--- src/rtl/huffman_encoder_if.sv ---
`default_nettype none
// +--------------------------------------------------------------------------+
// | huffman_encoder_if                                                       |
// | Symbol handshake and serial output bundle for huffman_encoder.           |
// | Revision: 1.0                                                            |
// +--------------------------------------------------------------------------+
interface huffman_encoder_if #(
  parameter int SYM_W = 5
);
  logic [SYM_W-1:0] symbol_i;
  logic             valid_i;
  logic             ready_o;
  logic             serial_o;
  logic             sout_valid_o;
  logic             busy_o;
  logic             err_o;

  modport master (
    output symbol_i, valid_i,
    input  ready_o, serial_o, sout_valid_o, busy_o, err_o
  );

  modport slave (
    input  symbol_i, valid_i,
    output ready_o, serial_o, sout_valid_o, busy_o, err_o
  );
endinterface
`default_nettype wire

--- src/rtl/huffman_encoder.sv ---
`default_nettype none
// +--------------------------------------------------------------------------+
// | huffman_encoder                                                          |
// | Serial MSB-first transmitter for the 18-symbol Huffman code with a fixed |
// | idle gap after each codeword. Optional macro: HUFF_ENC_ERR_EN (err_o).   |
// | Revision: 1.0                                                            |
// +--------------------------------------------------------------------------+
module huffman_encoder #(
  parameter int SYM_W      = 5,
  parameter int GAP_CYCLES = 1
) (
  input  logic             clk_i,
  input  logic             rstn_i,
  huffman_encoder_if.slave bus
);

  typedef enum logic [1:0] {
    S_IDLE  = 2'd0,
    S_SHIFT = 2'd1,
    S_GAP   = 2'd2
  } state_t;

  localparam logic [2:0] c_GAP_M1 = 3'(GAP_CYCLES - 1);

  state_t     r_state,  w_state_nxt;
  logic [7:0] r_shreg,  w_shreg_nxt;
  logic [2:0] r_bitcnt, w_bitcnt_nxt;
  logic [2:0] r_gapcnt, w_gapcnt_nxt;
  logic       r_serial, w_serial_nxt;
  logic       r_sval,   w_sval_nxt;

  logic [7:0] w_code;
  logic [3:0] w_len;
  logic       w_legal;
  logic       w_ready;
  logic       w_accept;

  // Codebook ROM: code left-aligned in 8 bits, len of 0 marks an illegal symbol.
  always_comb begin
    w_code = 8'h00;
    w_len  = 4'd0;
    case (bus.symbol_i)
      5'd1:    begin w_code = 8'b0000_0000; w_len = 4'd2; end
      5'd2:    begin w_code = 8'b0100_0000; w_len = 4'd2; end
      5'd3:    begin w_code = 8'b1000_0000; w_len = 4'd2; end
      5'd4:    begin w_code = 8'b1100_0000; w_len = 4'd3; end
      5'd5:    begin w_code = 8'b1110_0000; w_len = 4'd6; end
      5'd6:    begin w_code = 8'b1110_0100; w_len = 4'd6; end
      5'd7:    begin w_code = 8'b1110_1000; w_len = 4'd6; end
      5'd8:    begin w_code = 8'b1110_1100; w_len = 4'd7; end
      5'd9:    begin w_code = 8'b1110_1110; w_len = 4'd7; end
      5'd10:   begin w_code = 8'b1111_0000; w_len = 4'd7; end
      5'd11:   begin w_code = 8'b1111_0010; w_len = 4'd7; end
      5'd12:   begin w_code = 8'b1111_0100; w_len = 4'd7; end
      5'd13:   begin w_code = 8'b1111_0110; w_len = 4'd7; end
      5'd14:   begin w_code = 8'b1111_1000; w_len = 4'd7; end
      5'd15:   begin w_code = 8'b1111_1010; w_len = 4'd7; end
      5'd16:   begin w_code = 8'b1111_1100; w_len = 4'd7; end
      5'd17:   begin w_code = 8'b1111_1110; w_len = 4'd8; end
      5'd18:   begin w_code = 8'b1111_1111; w_len = 4'd8; end
      default: begin w_code = 8'h00;        w_len = 4'd0; end
    endcase
  end

  assign w_legal  = (w_len != 4'd0);
  assign w_ready  = (r_state == S_IDLE) || ((r_state == S_GAP) && (r_gapcnt == 3'd0));
  assign w_accept = bus.valid_i && w_ready;

  always_comb begin
    w_state_nxt  = r_state;
    w_shreg_nxt  = r_shreg;
    w_bitcnt_nxt = r_bitcnt;
    w_gapcnt_nxt = r_gapcnt;
    w_serial_nxt = 1'b0;
    w_sval_nxt   = 1'b0;
    case (r_state)
      S_IDLE: ;
      S_SHIFT: begin
        if (r_bitcnt != 3'd0) begin
          w_serial_nxt = r_shreg[7];
          w_sval_nxt   = 1'b1;
          w_shreg_nxt  = {r_shreg[6:0], 1'b0};
          w_bitcnt_nxt = r_bitcnt - 3'd1;
        end else begin
          w_state_nxt  = S_GAP;
          w_gapcnt_nxt = c_GAP_M1;
        end
      end
      S_GAP: begin
        if (r_gapcnt != 3'd0) w_gapcnt_nxt = r_gapcnt - 3'd1;
        else                  w_state_nxt  = S_IDLE;
      end
      default: w_state_nxt = S_IDLE;
    endcase
    // The first bit leaves on the accepting edge, so bitcnt holds the bits still to send.
    if (w_accept && w_legal) begin
      w_state_nxt  = S_SHIFT;
      w_serial_nxt = w_code[7];
      w_sval_nxt   = 1'b1;
      w_shreg_nxt  = {w_code[6:0], 1'b0};
      w_bitcnt_nxt = w_len[2:0] - 3'd1;
    end
  end

  always_ff @(posedge clk_i or negedge rstn_i) begin
    if (!rstn_i) begin
      r_state  <= S_IDLE;
      r_shreg  <= 8'h00;
      r_bitcnt <= 3'd0;
      r_gapcnt <= 3'd0;
      r_serial <= 1'b0;
      r_sval   <= 1'b0;
    end else begin
      r_state  <= w_state_nxt;
      r_shreg  <= w_shreg_nxt;
      r_bitcnt <= w_bitcnt_nxt;
      r_gapcnt <= w_gapcnt_nxt;
      r_serial <= w_serial_nxt;
      r_sval   <= w_sval_nxt;
    end
  end

`ifdef HUFF_ENC_ERR_EN
  logic        r_err;
  logic [15:0] r_err_cnt;

  always_ff @(posedge clk_i or negedge rstn_i) begin
    if (!rstn_i) begin
      r_err     <= 1'b0;
      r_err_cnt <= 16'd0;
    end else begin
      r_err <= w_accept && !w_legal;
      if (w_accept && !w_legal && (r_err_cnt != 16'hFFFF))
        r_err_cnt <= r_err_cnt + 16'd1;
    end
  end

  assign bus.err_o = r_err;
`else
  assign bus.err_o = 1'b0;
`endif

  assign bus.ready_o      = w_ready;
  assign bus.serial_o     = r_serial;
  assign bus.sout_valid_o = r_sval;
  assign bus.busy_o       = (r_state != S_IDLE);

endmodule
`default_nettype wire

--- src/flat_wrapper.sv ---
// flat-port wrapper written by rule: the top's interface ports become plain ports
module huffman_encoder_flat 
#(
  parameter int SYM_W      = 5,
  parameter int GAP_CYCLES = 1
)
  (clk_i, rstn_i, bus_symbol_i, bus_valid_i, bus_ready_o, bus_serial_o, bus_sout_valid_o, bus_busy_o, bus_err_o);
  huffman_encoder_if #(.SYM_W(SYM_W)) bus_i ();
  input  logic clk_i;
  input  logic rstn_i;
  input wire logic [$bits(bus_i.symbol_i)-1:0] bus_symbol_i;
  input wire logic [$bits(bus_i.valid_i)-1:0] bus_valid_i;
  output wire logic [$bits(bus_i.ready_o)-1:0] bus_ready_o;
  output wire logic [$bits(bus_i.serial_o)-1:0] bus_serial_o;
  output wire logic [$bits(bus_i.sout_valid_o)-1:0] bus_sout_valid_o;
  output wire logic [$bits(bus_i.busy_o)-1:0] bus_busy_o;
  output wire logic [$bits(bus_i.err_o)-1:0] bus_err_o;
  assign bus_i.symbol_i = bus_symbol_i;
  assign bus_i.valid_i = bus_valid_i;
  assign bus_ready_o = bus_i.ready_o;
  assign bus_serial_o = bus_i.serial_o;
  assign bus_sout_valid_o = bus_i.sout_valid_o;
  assign bus_busy_o = bus_i.busy_o;
  assign bus_err_o = bus_i.err_o;
  huffman_encoder #(.SYM_W(SYM_W), .GAP_CYCLES(GAP_CYCLES)) u_core (.clk_i(clk_i), .rstn_i(rstn_i), .bus(bus_i));
endmodule
--- config.mk ---
export PLATFORM = sky130hd
export DESIGN_NAME = huffman_encoder_flat
export DESIGN_NICKNAME = d
export VERILOG_FILES = /design/src/rtl/huffman_encoder_if.sv /design/src/rtl/huffman_encoder.sv /design/src/flat_wrapper.sv
export SDC_FILE = /design/constraint.sdc
export NUM_CORES = 1
export LEC_CHECK = 0
export ABC_AREA = 1
export CELL_PAD_IN_SITES_DETAIL_PLACEMENT = 1
export CELL_PAD_IN_SITES_GLOBAL_PLACEMENT = 1
export CORE_UTILIZATION = 44
export DETAILED_ROUTE_END_ITERATION = 10
export GPL_ROUTABILITY_DRIVEN = 1
export HOLD_SLACK_MARGIN = 0.1
export PLACE_DENSITY_LB_ADDON = 0.1
export REMOVE_ABC_BUFFERS = 1
export SETUP_SLACK_MARGIN = 0.05
export SYNTH_ARGS = -nofsm -noshare
export SYNTH_HDL_FRONTEND = slang
export SYNTH_SLANG_ARGS = --single-unit
export TNS_END_PERCENT = 20
--- constraint.sdc ---
create_clock -name clk_i -period 3.9 [get_ports clk_i]
set_clock_uncertainty 0.1 [all_clocks]
set_input_delay 0.78 -clock clk_i [delete_from_list [all_inputs] [get_ports clk_i]]
set_output_delay 0.78 -clock clk_i [all_outputs]
set_load 0.01 [all_outputs]
# --- Yosys cells after proc, flatten, opt, wreduce, memory -nomap -nowiden ---
# Memories as Yosys holds them, arrays and structs flattened.
# Index checks and enable logic that the tools add are counted.
classes:
  addsub: 3
  n_eq_ne: 7
  mux: 19
  reduce_logical: 16
op_table:
  columns: ["operator", "n"]
  rows:
  - ["$mux W8", 3]
  - ["$mux W3", 5]
  - ["$sub A3 B1 Y3 const B", 3]
  - ["$reduce_bool A2 Y1", 4]
  - ["$mux W1", 6]
  - ["$mux W2", 3]
  - ["$ne A2 B2 Y1 const B", 3]
  - ["$ne A3 B3 Y1 const B", 2]
  - ["$pmux W2 S3", 1]
  - ["$pmux W3 S2", 1]
  - ["$reduce_and A3 Y1", 2]
  - ["$reduce_bool A3 Y1", 2]
  - ["$reduce_bool A4 Y1", 1]
  - ["$logic_and A1 B1 Y1", 3]
  - ["$logic_not A3 Y1", 1]
  - ["$eq A2 B1 Y1 const B", 1]
  - ["$eq A2 B2 Y1 const B", 1]
  - ["$logic_not A2 Y1", 1]
  - ["$reduce_and A2 Y1", 1]
  - ["$logic_or A1 B1 Y1", 1]
word_totals:
  reg_bits: 18
  romBits: 384
  in_bits: 8
  out_inout_bits: 5
  wordCells: 52
  n_memories: 1
memory_table:
  columns: ["memory", "depth", "word_bits", "rd", "rd_clocked_by_memory_dff", "wr", "line", "text"]
  rows:
  - ["(name not given)", 32, 12, 1, 0, 0, "huffman_encoder.sv:42", "case (bus.symbol_i)"]

# --- Logic depth before layout (Yosys ltp) ---
depth:
  ltp_word: 7
  mapped_depth: 16
  depth_no_buf: 16

# --- Worst setup path before layout ---
# Ideal clock, no wire load.
synth_path:
  kind: "input port to flip-flop"
  startpoint: "in bus_symbol_i[0]"
  endpoint: "reg u_core.r_bitcnt[2]"
  setup_time_ns: 0.116
  arrival_time_ns: 2.069
  required_ns: 3.684
  path_slack_ns: 1.615
  path_stages: 14
  n_path_buf: 0
  path_cell_list: "inv_1 ha_1 nand2_1 nor2_1 nor2_2 nand2_2 nand2_8 nand2_1 o21ai_2 ha_1 nand3_1 nand2_1 nand2_1 nand2_1"
synth_between:
  elab_chain_cells: 5
  elab_cells_between_ends: 8
  cone_classes: "add/sub: 1; mux: 1; reduce/logical: 5; memory: 1"
synth_rtl:
  columns: ["element", "line", "text"]
  rows:
  - ["start, declared", "flat_wrapper.sv:11", "input wire logic [$bits(bus_i.symbol_i)-1:0] bus_symbol_i;"]
  - ["$mem_v2 Z32 W12 *", null, null]
  - ["branches (longest 4 deep; another with $sub A3 B1 Y3)", null, null]
  - ["end signal, assigned", "huffman_encoder.sv:116", "r_bitcnt <= w_bitcnt_nxt;"]
  - ["end, declared", "huffman_encoder.sv:27", "logic [2:0] r_bitcnt, w_bitcnt_nxt;"]
# Mark *: on every way between the ends.
# A chain may end at the register's enable or synchronous reset.

# --- Worst setup path in the final report ---
layout_path:
  startpoint: "in bus_symbol_i[1]"
  endpoint: "reg u_core.r_bitcnt[2]"
# Same word-level chain as after synthesis.

==> impl_metrics.tcl <==
set metrics [dict create \
    leakage_nw 0.6531 \
    crit_slowest_cell "clkdlybuf4s50_1" \
    holdWs_ns 0.3948 \
    cp_top_family "simple AND/OR/NAND/NOR gates" \
    ctsLongestPathBuffers 2 \
    intPower_w 0.0004661 \
    worst_slew_pin_slew_ns 0.7771 \
    post_cts_buffers 0 \
    rsz0062_at_grt "no" \
    slowest_delay_ns 0.52 \
    crit_required_ns 4.00 \
    arrival_ns 2.81 \
    seq_power_share_pct 33.0 \
    clkPwrFrac_pct 11.7 \
    design.die.area_mm2 0.002869 \
    cp_cell_sequence "clkdlybuf4s50_1 -> inv_1 -> ha_1 -> nand2_1 -> nor2_1 -> nor2_2 -> nand2_2 -> nand2_8 -> nand2_1 -> o21ai_2 -> ha_1 -> nand3_1 -> nand2_1 -> nand2_1 -> nand2_1" \
    hpwlAfterDp_mm 2.104 \
    syn2layout_area_growth_pct 14.33 \
    io_pins 13 \
    drt_wl_total_mm 2.583 \
    syn-instance-count 145 \
    cts_hold_buf 0 \
    grt.total_usage_pct 21.40 \
    r2r-end "u_core.r_bitcnt[2]$_DFFE_PN0P_" \
    viasPerCell 5.249 \
    final_cell_mix "nand2_1, dfrtp_1, inv_1" \
    final_common_cell "nand2_1" \
    cp_num_buf_inv 2 \
    swShare_pct 44.94 \
    crit_path_frequent_cell "nand2_1" \
    gp_congestion 0.8026 \
    r2r_cells 13 \
    grt_pass1_vias 999 \
    fin_nets 179 \
    r2r_slack_ns 1.74 \
    setup_tns_ns 0 \
    hold_class "flip-flop to flip-flop" \
    ir_drop_mv 0.4062 \
    drive_gt1_share_pct 16.35 \
    path_clk_slew_ns 0.11 \
    die_y_um 53.57 \
    cts_root_buffer "clkbuf_4" \
    hold_path_depth 2 \
    min_period_over_period_pct 69.45 \
    ys_seq_area_share_pct 36.36 \
    vias 992 \
    cts_resized 0 \
    stdcell_count 189 \
    final_max_slew_viol_count 0 \
    setup_viol 0 \
    status "finished, final reports clean" \
    antenna_found_initial 0 \
    max_freq_mhz 369.2 \
    h-tree-depth 1 \
    cp-end-kind "flip-flop" \
    drc 0 \
    firstDrtPassIters 4 \
    power.density_mw_per_mm2 632.9 \
    placed_cell_area_mm2 0.001310 \
    overflow 0 \
    dp.cells 185 \
    critPathLaunchType "primary input" \
    ys_seq_elements 17 \
    clkLatencyLatePin_ns 0.30 \
    start_util_pct 46.80 \
    maxCapViolCount 0 \
    nFillCells 307 \
    grt_pass1_wl_mm 4.347 \
    floorplan.rows 18 \
    worstPathMaxFanout 9 \
    numCtsBuffers 3 \
    diodes 0 \
    combPwrFrac_pct 55.3 \
    tritoncts "done" \
    syn_avg_cell_area_um2 8.068 \
    fp.dieW_um 53.57 \
    path_class "primary input to flip-flop" \
    final_util_pct 53.50 \
    switchingPower_w 0.0003804 \
    hold_start "u_core.r_shreg[4]$_DFFE_PN0P_" \
    drt_iter0_markers 7 \
    r2r-start "u_core.r_gapcnt[0]$_DFFE_PN0P_" \
    finalHoldViolCount 0 \
    grt_max_degree 18 \
    netlist_area_mm2 0.001170 \
    holdPathEnd "u_core.r_shreg[5]$_DFFE_PN0P_" \
    synth_cell_types 30 \
    io_buffers 11 \
    core_mm2 0.002500 \
    cts_sinks 17 \
    finalCriticalPeriod_ns 2.708 \
    max_slew_margin_pct 48.03 \
    drtAntennaViolNets 0 \
    wl_per_cell_um 13.67 \
    finalInstanceArea_mm2 0.001338 \
    yosys_warnings 0 \
]
-- cell families after synthesis --
kind of cell | count (synthesis) | synth area share [%]
simple gates | 68 | 30.16
compound gates | 26 | 13.37
buf+inv | 22 | 8.022
flops | 17 | 36.36
fa+ha+maj | 11 | 11.76
other cells | 1 | 0.3205
-- power by group through the flow --
stage | Clock, W | Sequential [W] | Combinational, W
detailed placement | 0 | 0.000284 | 0.000475
CTS | 0.000100 | 0.000280 | 0.000479
global placement | 0 | 0.000280 | 0.000450
finish | 0.0000990 | 0.000280 | 0.000468
global route | 0.000110 | 0.000287 | 0.000534
floorplan | 0 | 0.000278 | 0.000335
-- state kept, by name, indices dropped and copies added (netlist names) --
signal and cells:
u_core.r_gapcnt 3, u_core.r_state 2, u_core.bus.serial_o 1, u_core.bus.sout_valid_o 1, u_core.r_bitcnt 3, u_core.r_shreg 7
-- worst reg2reg max path, stage by stage, from the launching register on --
cell	delay [ns]
dfrtp_1	0.37
inv_1	0.10
ha_1	0.16
ha_1	0.19
nand2_1	0.10
a21boi_2	0.31
nand2_8	0.13
nand2_1	0.10
o21ai_2	0.07
ha_1	0.22
nand3_1	0.08
nand2_1	0.06
nand2_1	0.05
nand2_1	0.04
-- per-stage QoR --
stage	setup slack [ns]	total power, W
finish	1.192	0.0008466
global route	1.034	0.0009304
CTS	1.181	0.0008598
detailed placement	0.8765	0.0007587
global placement	1.004	0.0007295
floorplan	1.615	0.0006127
-- how the worst max path moves through the flow --
stage / start / to / slack (ns) / cells after the start
final: bus_symbol_i[1] / u_core.r_bitcnt[2]$_DFFE_PN0P_ / 1.19 / 15
after global routing: bus_symbol_i[1] / u_core.r_bitcnt[2]$_DFFE_PN0P_ / 1.03 / 15
after CTS: u_core.r_gapcnt[0]$_DFFE_PN0P_ / bus_ready_o / 1.18 / 6
after detailed placement: bus_symbol_i[1] / u_core.r_bitcnt[2]$_DFFE_PN0P_ / 0.88 / 15
after global placement: bus_symbol_i[1] / u_core.r_bitcnt[2]$_DFFE_PN0P_ / 1.00 / 15
after floorplan: bus_symbol_i[0] / u_core.r_bitcnt[2]$_DFFE_PN0P_ / 1.61 / 14
-- synth_stat cells (all sizes together) --
library cell  count  share of area [%]
nand4             1               0.54
dfrtp            17                 36
nor2             10                5.7
a21boi            1               0.96
conb              1               0.32
o22ai             2                1.1
a22o              1               0.75
ha               11                 12
o21ai            14                6.6
nand3            12                5.1
buf               1               0.64
o31ai             1               0.64
o211ai            1               0.64
inv              21                7.4
a31oi             1               0.54
a21oi             5                2.1
or2               2                1.1
nand2            43                 18
-- layer usage --
| metal | vias to the layer above | track usage, % | routed length, um |
|---|---|---|---|
| met1 | 473 | 24.83 | 1094 |
| met5 | - | 0 | 0 |
| met3 | 2 | 3.390 | 67 |
| met4 | 0 | 6.579 | 18 |
| met2 | 20 | 39.79 | 1403 |
| li1 | 497 | - | - |
-- layout make-up --
cell class	count	area [um2]	share of cell area (%)
clock buffer	3	22.52	1.684
clock inverter	1	5.005	0.3742
inverter	21	86.33	6.455
multi-input combinational	106	650.6	48.64
sequential	17	425.4	31.81
tap	30	37.54	2.806
timing repair buffer	11	110.1	8.232
Power figures use the tool's default switching activity.
